==> config.mk <==
export PLATFORM = sky130hd
export DESIGN_NAME = cdb_arbiter
export DESIGN_NICKNAME = d
export VERILOG_FILES = /design/src/rtl/cdb_arbiter_pkg.sv /design/src/rtl/cdb_src_fifo.sv /design/src/rtl/cdb_arbiter.sv
export SDC_FILE = /design/constraint.sdc
export NUM_CORES = 1
export LEC_CHECK = 0
export ABC_AREA = 1
export ABC_CLOCK_PERIOD_IN_PS = 2900
export CAP_MARGIN = 20
export CORE_MARGIN = 8
export CORE_UTILIZATION = 35
export DETAILED_ROUTE_END_ITERATION = 10
export GPL_ROUTABILITY_DRIVEN = 0
export GPL_TIMING_DRIVEN = 0
export HOLD_SLACK_MARGIN = 0.12
export PLACE_DENSITY_LB_ADDON = 0.3
export SLEW_MARGIN = 15
export SYNTH_ARGS = -nofsm -noshare
export SYNTH_HDL_FRONTEND = slang
export SYNTH_SLANG_ARGS = --single-unit
==> constraint.sdc <==
create_clock -name clk -period 2.9 [get_ports clk]
set_input_delay 0.435 -clock clk [delete_from_list [all_inputs] [get_ports clk]]
set_output_delay 0.435 -clock clk [all_outputs]
set_load 0.02 [all_outputs]
==> src/rtl/cdb_arbiter_pkg.sv <==
// Shared widths, CDB source encodings and entry packing helpers for the CDB arbiter.
package cdb_arbiter_pkg;

  localparam int DEF_ID_WIDTH  = 5;
  localparam int DEF_VAL_WIDTH = 32;
  localparam int DEF_DEPTH     = 4;
  localparam int STAT_W        = 32;

  typedef enum logic {
    SRC_ALU = 1'b0,
    SRC_LSB = 1'b1
  } cdb_src_e;

  // Default-width FIFO entry; the top packs {tag, val} in this same order.
  typedef struct packed {
    logic [DEF_ID_WIDTH-1:0]  tag;
    logic [DEF_VAL_WIDTH-1:0] val;
  } cdb_entry_t;

  function automatic cdb_src_e otherSrc(input cdb_src_e s);
    return (s == SRC_ALU) ? SRC_LSB : SRC_ALU;
  endfunction

endpackage

==> src/rtl/cdb_src_fifo.sv <==
// Per-producer result FIFO: push/pop/clear with a registered, conservative full flag.
module cdb_src_fifo #(
  parameter int DEPTH  = 4,
  parameter int DATA_W = 37
) (
  input  logic              clk,
  input  logic              rst_in,
  input  logic              push_i,
  input  logic              pop_i,
  input  logic              clear_i,
  input  logic [DATA_W-1:0] data_i,
  output logic              full_o,
  output logic              empty_o,
  output logic [DATA_W-1:0] head_o
);

  localparam int PTR_W = (DEPTH > 1) ? $clog2(DEPTH) : 1;
  localparam int CNT_W = $clog2(DEPTH) + 1;

  logic [DATA_W-1:0] mem_q [DEPTH];
  logic [PTR_W-1:0]  head_q, head_d;
  logic [PTR_W-1:0]  tail_q, tail_d;
  logic [CNT_W-1:0]  count_q, count_d;
  logic              full_q, full_d;
  logic              doPush, doPop;

  // Full is judged on the registered count only, so a same-cycle pop never frees a slot.
  assign doPush = push_i && !full_q && !clear_i;
  assign doPop  = pop_i && (count_q != '0) && !clear_i;

  always_comb begin
    head_d  = head_q;
    tail_d  = tail_q;
    count_d = count_q;
    if (clear_i) begin
      head_d  = '0;
      tail_d  = '0;
      count_d = '0;
    end else begin
      if (doPush) tail_d = tail_q + PTR_W'(1);
      if (doPop)  head_d = head_q + PTR_W'(1);
      case ({doPush, doPop})
        2'b10:   count_d = count_q + CNT_W'(1);
        2'b01:   count_d = count_q - CNT_W'(1);
        default: count_d = count_q;
      endcase
    end
    full_d = (count_d == CNT_W'(DEPTH));
  end

  always_ff @(posedge clk) begin
    if (rst_in) begin
      head_q  <= '0;
      tail_q  <= '0;
      count_q <= '0;
      full_q  <= 1'b0;
    end else begin
      head_q  <= head_d;
      tail_q  <= tail_d;
      count_q <= count_d;
      full_q  <= full_d;
    end
  end

  always_ff @(posedge clk) begin
    if (doPush) mem_q[tail_q] <= data_i;
  end

  assign full_o  = full_q;
  assign empty_o = (count_q == '0);
  assign head_o  = mem_q[head_q];

endmodule

==> src/rtl/cdb_arbiter.sv <==
// Round-robin arbiter sharing the common data bus between the ALU and LSB result FIFOs.
// Optional grant/conflict statistics counters are enabled with CDB_ARB_STATS_EN.
module cdb_arbiter
  import cdb_arbiter_pkg::*;
#(
  parameter int ID_WIDTH  = DEF_ID_WIDTH,
  parameter int VAL_WIDTH = DEF_VAL_WIDTH,
  parameter int DEPTH     = DEF_DEPTH
) (
  input  logic                 clk,
  input  logic                 rst_in,
  input  logic                 rdy_in,
  input  logic                 flush_in,
  input  logic                 alu_valid,
  input  logic [ID_WIDTH-1:0]  alu_tag,
  input  logic [VAL_WIDTH-1:0] alu_val,
  output logic                 alu_full,
  input  logic                 lsb_valid,
  input  logic [ID_WIDTH-1:0]  lsb_tag,
  input  logic [VAL_WIDTH-1:0] lsb_val,
  output logic                 lsb_full,
  output logic                 cdb_ready,
  output logic [ID_WIDTH-1:0]  cdb_tag,
  output logic [VAL_WIDTH-1:0] cdb_val,
  output logic                 cdb_src
`ifdef CDB_ARB_STATS_EN
  ,
  output logic [STAT_W-1:0]    stat_alu_grants,
  output logic [STAT_W-1:0]    stat_lsb_grants,
  output logic [STAT_W-1:0]    stat_conflicts
`endif
);

  localparam int ENTRY_W = ID_WIDTH + VAL_WIDTH;

  logic               fifoClear;
  logic               aluPush, lsbPush;
  logic               grantAlu, grantLsb;
  logic               aluEmpty, lsbEmpty;
  logic [ENTRY_W-1:0] aluHead, lsbHead;

  cdb_src_e             lastGrant_q, lastGrant_d;
  logic                 cdbReady_q, cdbReady_d;
  logic [ID_WIDTH-1:0]  cdbTag_q, cdbTag_d;
  logic [VAL_WIDTH-1:0] cdbVal_q, cdbVal_d;
  cdb_src_e             cdbSrc_q, cdbSrc_d;

  assign fifoClear = rdy_in && flush_in;
  assign aluPush   = rdy_in && alu_valid;
  assign lsbPush   = rdy_in && lsb_valid;

  cdb_src_fifo #(
    .DEPTH  (DEPTH),
    .DATA_W (ENTRY_W)
  ) u_aluFifo (
    .clk     (clk),
    .rst_in  (rst_in),
    .push_i  (aluPush),
    .pop_i   (grantAlu),
    .clear_i (fifoClear),
    .data_i  ({alu_tag, alu_val}),
    .full_o  (alu_full),
    .empty_o (aluEmpty),
    .head_o  (aluHead)
  );

  cdb_src_fifo #(
    .DEPTH  (DEPTH),
    .DATA_W (ENTRY_W)
  ) u_lsbFifo (
    .clk     (clk),
    .rst_in  (rst_in),
    .push_i  (lsbPush),
    .pop_i   (grantLsb),
    .clear_i (fifoClear),
    .data_i  ({lsb_tag, lsb_val}),
    .full_o  (lsb_full),
    .empty_o (lsbEmpty),
    .head_o  (lsbHead)
  );

  // On a conflict the source that did not win last time takes the bus.
  always_comb begin
    grantAlu    = 1'b0;
    grantLsb    = 1'b0;
    lastGrant_d = lastGrant_q;
    cdbReady_d  = cdbReady_q;
    cdbTag_d    = cdbTag_q;
    cdbVal_d    = cdbVal_q;
    cdbSrc_d    = cdbSrc_q;
    if (rdy_in) begin
      if (flush_in) begin
        cdbReady_d  = 1'b0;
        lastGrant_d = SRC_LSB;
      end else begin
        if (!aluEmpty && (lsbEmpty || otherSrc(lastGrant_q) == SRC_ALU)) begin
          grantAlu = 1'b1;
        end else if (!lsbEmpty) begin
          grantLsb = 1'b1;
        end
        cdbReady_d = grantAlu || grantLsb;
        if (grantAlu) begin
          cdbTag_d    = aluHead[VAL_WIDTH +: ID_WIDTH];
          cdbVal_d    = aluHead[VAL_WIDTH-1:0];
          cdbSrc_d    = SRC_ALU;
          lastGrant_d = SRC_ALU;
        end else if (grantLsb) begin
          cdbTag_d    = lsbHead[VAL_WIDTH +: ID_WIDTH];
          cdbVal_d    = lsbHead[VAL_WIDTH-1:0];
          cdbSrc_d    = SRC_LSB;
          lastGrant_d = SRC_LSB;
        end
      end
    end
  end

  always_ff @(posedge clk) begin
    if (rst_in) begin
      lastGrant_q <= SRC_LSB;
      cdbReady_q  <= 1'b0;
      cdbTag_q    <= '0;
      cdbVal_q    <= '0;
      cdbSrc_q    <= SRC_ALU;
    end else begin
      lastGrant_q <= lastGrant_d;
      cdbReady_q  <= cdbReady_d;
      cdbTag_q    <= cdbTag_d;
      cdbVal_q    <= cdbVal_d;
      cdbSrc_q    <= cdbSrc_d;
    end
  end

  assign cdb_ready = cdbReady_q;
  assign cdb_tag   = cdbTag_q;
  assign cdb_val   = cdbVal_q;
  assign cdb_src   = cdbSrc_q;

`ifdef CDB_ARB_STATS_EN
  logic [STAT_W-1:0] statAluGrants_q, statLsbGrants_q, statConflicts_q;

  // Saturating counters; only reset clears them, flush leaves them alone.
  always_ff @(posedge clk) begin
    if (rst_in) begin
      statAluGrants_q <= '0;
      statLsbGrants_q <= '0;
      statConflicts_q <= '0;
    end else begin
      if (grantAlu && statAluGrants_q != '1) statAluGrants_q <= statAluGrants_q + STAT_W'(1);
      if (grantLsb && statLsbGrants_q != '1) statLsbGrants_q <= statLsbGrants_q + STAT_W'(1);
      if (rdy_in && !aluEmpty && !lsbEmpty && statConflicts_q != '1)
        statConflicts_q <= statConflicts_q + STAT_W'(1);
    end
  end

  assign stat_alu_grants = statAluGrants_q;
  assign stat_lsb_grants = statLsbGrants_q;
  assign stat_conflicts  = statConflicts_q;
`endif

endmodule
==> out/metrics.csv <==
stage;metric;value;unit
final_layout;Design Area, Final;18180;sq um
sta;Setup Skew;19.48;ps
worst_setup_path;crit end category;register;
worst_setup_path;Startpoint Class;primary input;
synth;area share of the largest cell type after synthesis;60.17;%
sta;Slew Viols, Final;0;
worst_setup_path;CP max FO;9;
route;WL final;36440;um
sta;crit path time final;2596;ps
worst_setup_path;Worst Path Arrival;3000;ps
synth;syn avg cell area;10.19;sq um
route;drt drc;0;
route;via count;10063;
clock_tree;H-tree Lvls;2;
worst_setup_path;worst r2r src;u_lsbFifo.count_q[2];
synth;Cells after Synth;1450;
synth;post-synth top area cell;edfxtp_1;
clock_tree;clk root buf;clkbuf_16;
worst_setup_path;Setup CP Type;in2reg;
synth;FF+latch count, synth;356;
worst_setup_path;CP max stage delay;490;ps
synth;Mapped Area;14770;sq um
synth;Synthesized Nets;1542;
final_layout;leading cell type in the layout, fill and taps excluded;nand2_1;
grt;global-route wire length before repair;56430;um
floorplanning;die height;221.4;um
synth;Distinct cells, synth;26;
pwr;PwrDens;614.0;nW/um^2
clock_tree;setup bufs post-CTS;0;
synth;Synth Warn #;0;
final_layout;area growth from synthesis to layout;23.11;%
floorplanning;core area;41760;sq um
floorplanning;area of the die;49030;sq um
hold_path;Worst Min Path Start;cdb_src;
clock_tree;CTS Hold Bufs;0;
final_layout;ratio of cells with drive above 1 in the final layout;7.995;%
placed_design;dpl hpwl;25540;um
synth;top cells by area, synth;edfxtp_1, nand2_1, dfxtp_1, nand3_1, inv_1;
hold_path;min-delay worst type;reg2reg;
sta;max_slew headroom;47.97;%
sta;Final period util;89.52;%
clock_tree;PostCTS Resize Cnt;0;
pwr;worst vdd rail ir drop;0.3356;mV
pwr;Tot Pwr;11170;uW
status;status;complete, no violations;
route;drt via density;4.591;
final_layout;most frequent cells in the layout;nand2_1, edfxtp_1, inv_1;
grt;vias in the first global route;10154;
grt;gr ovfl total;0;
clock_tree;CTS max path bufs;3;
placed_design;post-placement cell area;16950;sq um
worst_setup_path;CP startpoint;rdy_in;
sta;final hold slack;477.8;ps
route;Initial DRC Count;685;
clock_tree;CTS tree;done;
sta;Fin. Hold Viols;0;
worst_setup_path;critical path's slowest cell;clkdlybuf4s50_1;
floorplanning;IO Count;121;
clock_tree;Worst-path clk slew;50;ps
clock_tree;cts bufs inserted;40;
final_layout;Nets;1715;
route;drt pass-1 iters;5;
pwr;leakage power;0.007451;uW
grt;initial antenna violation count;3;
floorplanning;std cell rows;75;
worst_setup_path;crit path buf inv count;3;
route;antenna-violating nets left;0;
worst_setup_path;Top delay family on crit path;simple AND/OR/NAND/NOR gates;
grt;GR Util All Layers;14.68;%
floorplanning;Die Width;221.4;um
synth;sequential fraction of the synthesis area;68.30;%
worst_setup_path;critical path, cell by cell;clkdlybuf4s50_1, inv_2, nor2_8, nand3b_1, ha_1, fa_1, nand2_1, nand2_1, nor2_1, inv_1, o21ai_0, nor2_1;
sta;slew at the pin with the worst max-slew slack;778.5;ps
job;Max Cap Viol;0;
sta;Post-Route Setup TNS;0;ps
clock_tree;Skew-Pair Late Insertion Delay;530;ps
placed_design;number of buffers added on ports;120;
grt;largest net degree at the start of global routing;23;
clock_tree;Sink Count;356;
route;wire length per cell;16.63;um
sta;max frequency;0.3852;GHz
sta;final setup fails;0;
worst_setup_path;WP data required;3300;ps
sta;RSZ-0062 raised after global routing;false;
floorplanning;Starting Density;35.37;%
## area by class of cell
class,count,area (sq um)
antenna,2,5.005
buffer,66,380.4
clock buffer,51,1084
clock inverter,19,136.4
fill,3900,23570
inverter,186,698.2
multi-input combinational,842,3664
sequential,356,10090
tap,539,674.4
timing repair buffer,131,1454
## metrics by stage
stage / utilization, % / std cells / worst slack (ps)
2_1_floorplan: - / 1450 / 54.04
3_3_place_gp: 39.87 / 2109 / -1908
3_5_place_dp: 40.60 / 2119 / -265.6
4_1_cts: 43.52 / 2189 / 276.7
5_1_grt: 43.54 / 2191 / 89.23
6_report: 43.55 / 2192 / 304.0
## cell usage after synthesis
library cell / count
inv_1: 182
nand3b_1: 2
nand4_1: 1
nand3_1: 152
a21oi_1: 10
fa_1: 2
edfxtp_1: 296
buf_2: 37
nand3_2: 1
o21a_1: 1
nor2_2: 3
o21ai_0: 32
nand2_2: 3
o21ai_1: 13
nor2_1: 138
buf_6: 11
o211ai_1: 2
xor2_1: 1
nor2_8: 1
inv_2: 4
buf_1: 6
nand2_1: 470
clkbuf_1: 11
ha_1: 10
buf_4: 1
dfxtp_1: 60
## flip-flops by register name (all words and copies together) (netlist names), 2 cells and up, named ones only
register and flops:
cdb_tag 5, cdb_val 32, u_aluFifo.count_q 3, u_aluFifo.head_q 2, u_aluFifo.mem_q 148, u_aluFifo.tail_q 2, u_lsbFifo.count_q 3, u_lsbFifo.head_q 2
u_lsbFifo.mem_q 148, u_lsbFifo.tail_q 2
## worst paths after layout
path | to | slack, ps | depth (start not counted)
max | u_lsbFifo.full_o | 300 | 12
min | cdb_src | 480 | 2
max reg2reg | u_lsbFifo.full_o | 370 | 15
min reg2reg | cdb_src | 480 | 2
## logic make-up after synthesis
group / synth area share [%]
compound gates: 2.016
xor+xnor: 0.05930
fa+ha+maj: 1.118
buf+inv: 7.301
flops: 68.30
simple gates: 21.20
## tightest hold or removal path, delay by kind of cell (launching register included)
kind	cells	cell delay, ps
AO/OA/AOI/OAI	1	60
AND/OR/NAND/NOR	1	60
flip-flops	1	310
## metal layers
layer | vias up | track usage, % | share of wire (%)
li1 | 5038 | - | -
met1 | 4705 | 19.52 | 45
met2 | 265 | 23.89 | 46
met3 | 53 | 3.201 | 5.9
met4 | 2 | 4.298 | 2.3
met5 | - | 0 | 0.047
## where the power goes
part	internal (uW)	switching [uW]	leakage, uW
Combinational	315	453	0.00369
Sequential	5630	52.1	0.00316
Clock	2800	1910	0.000601
(Power assumes the default switching activity.)
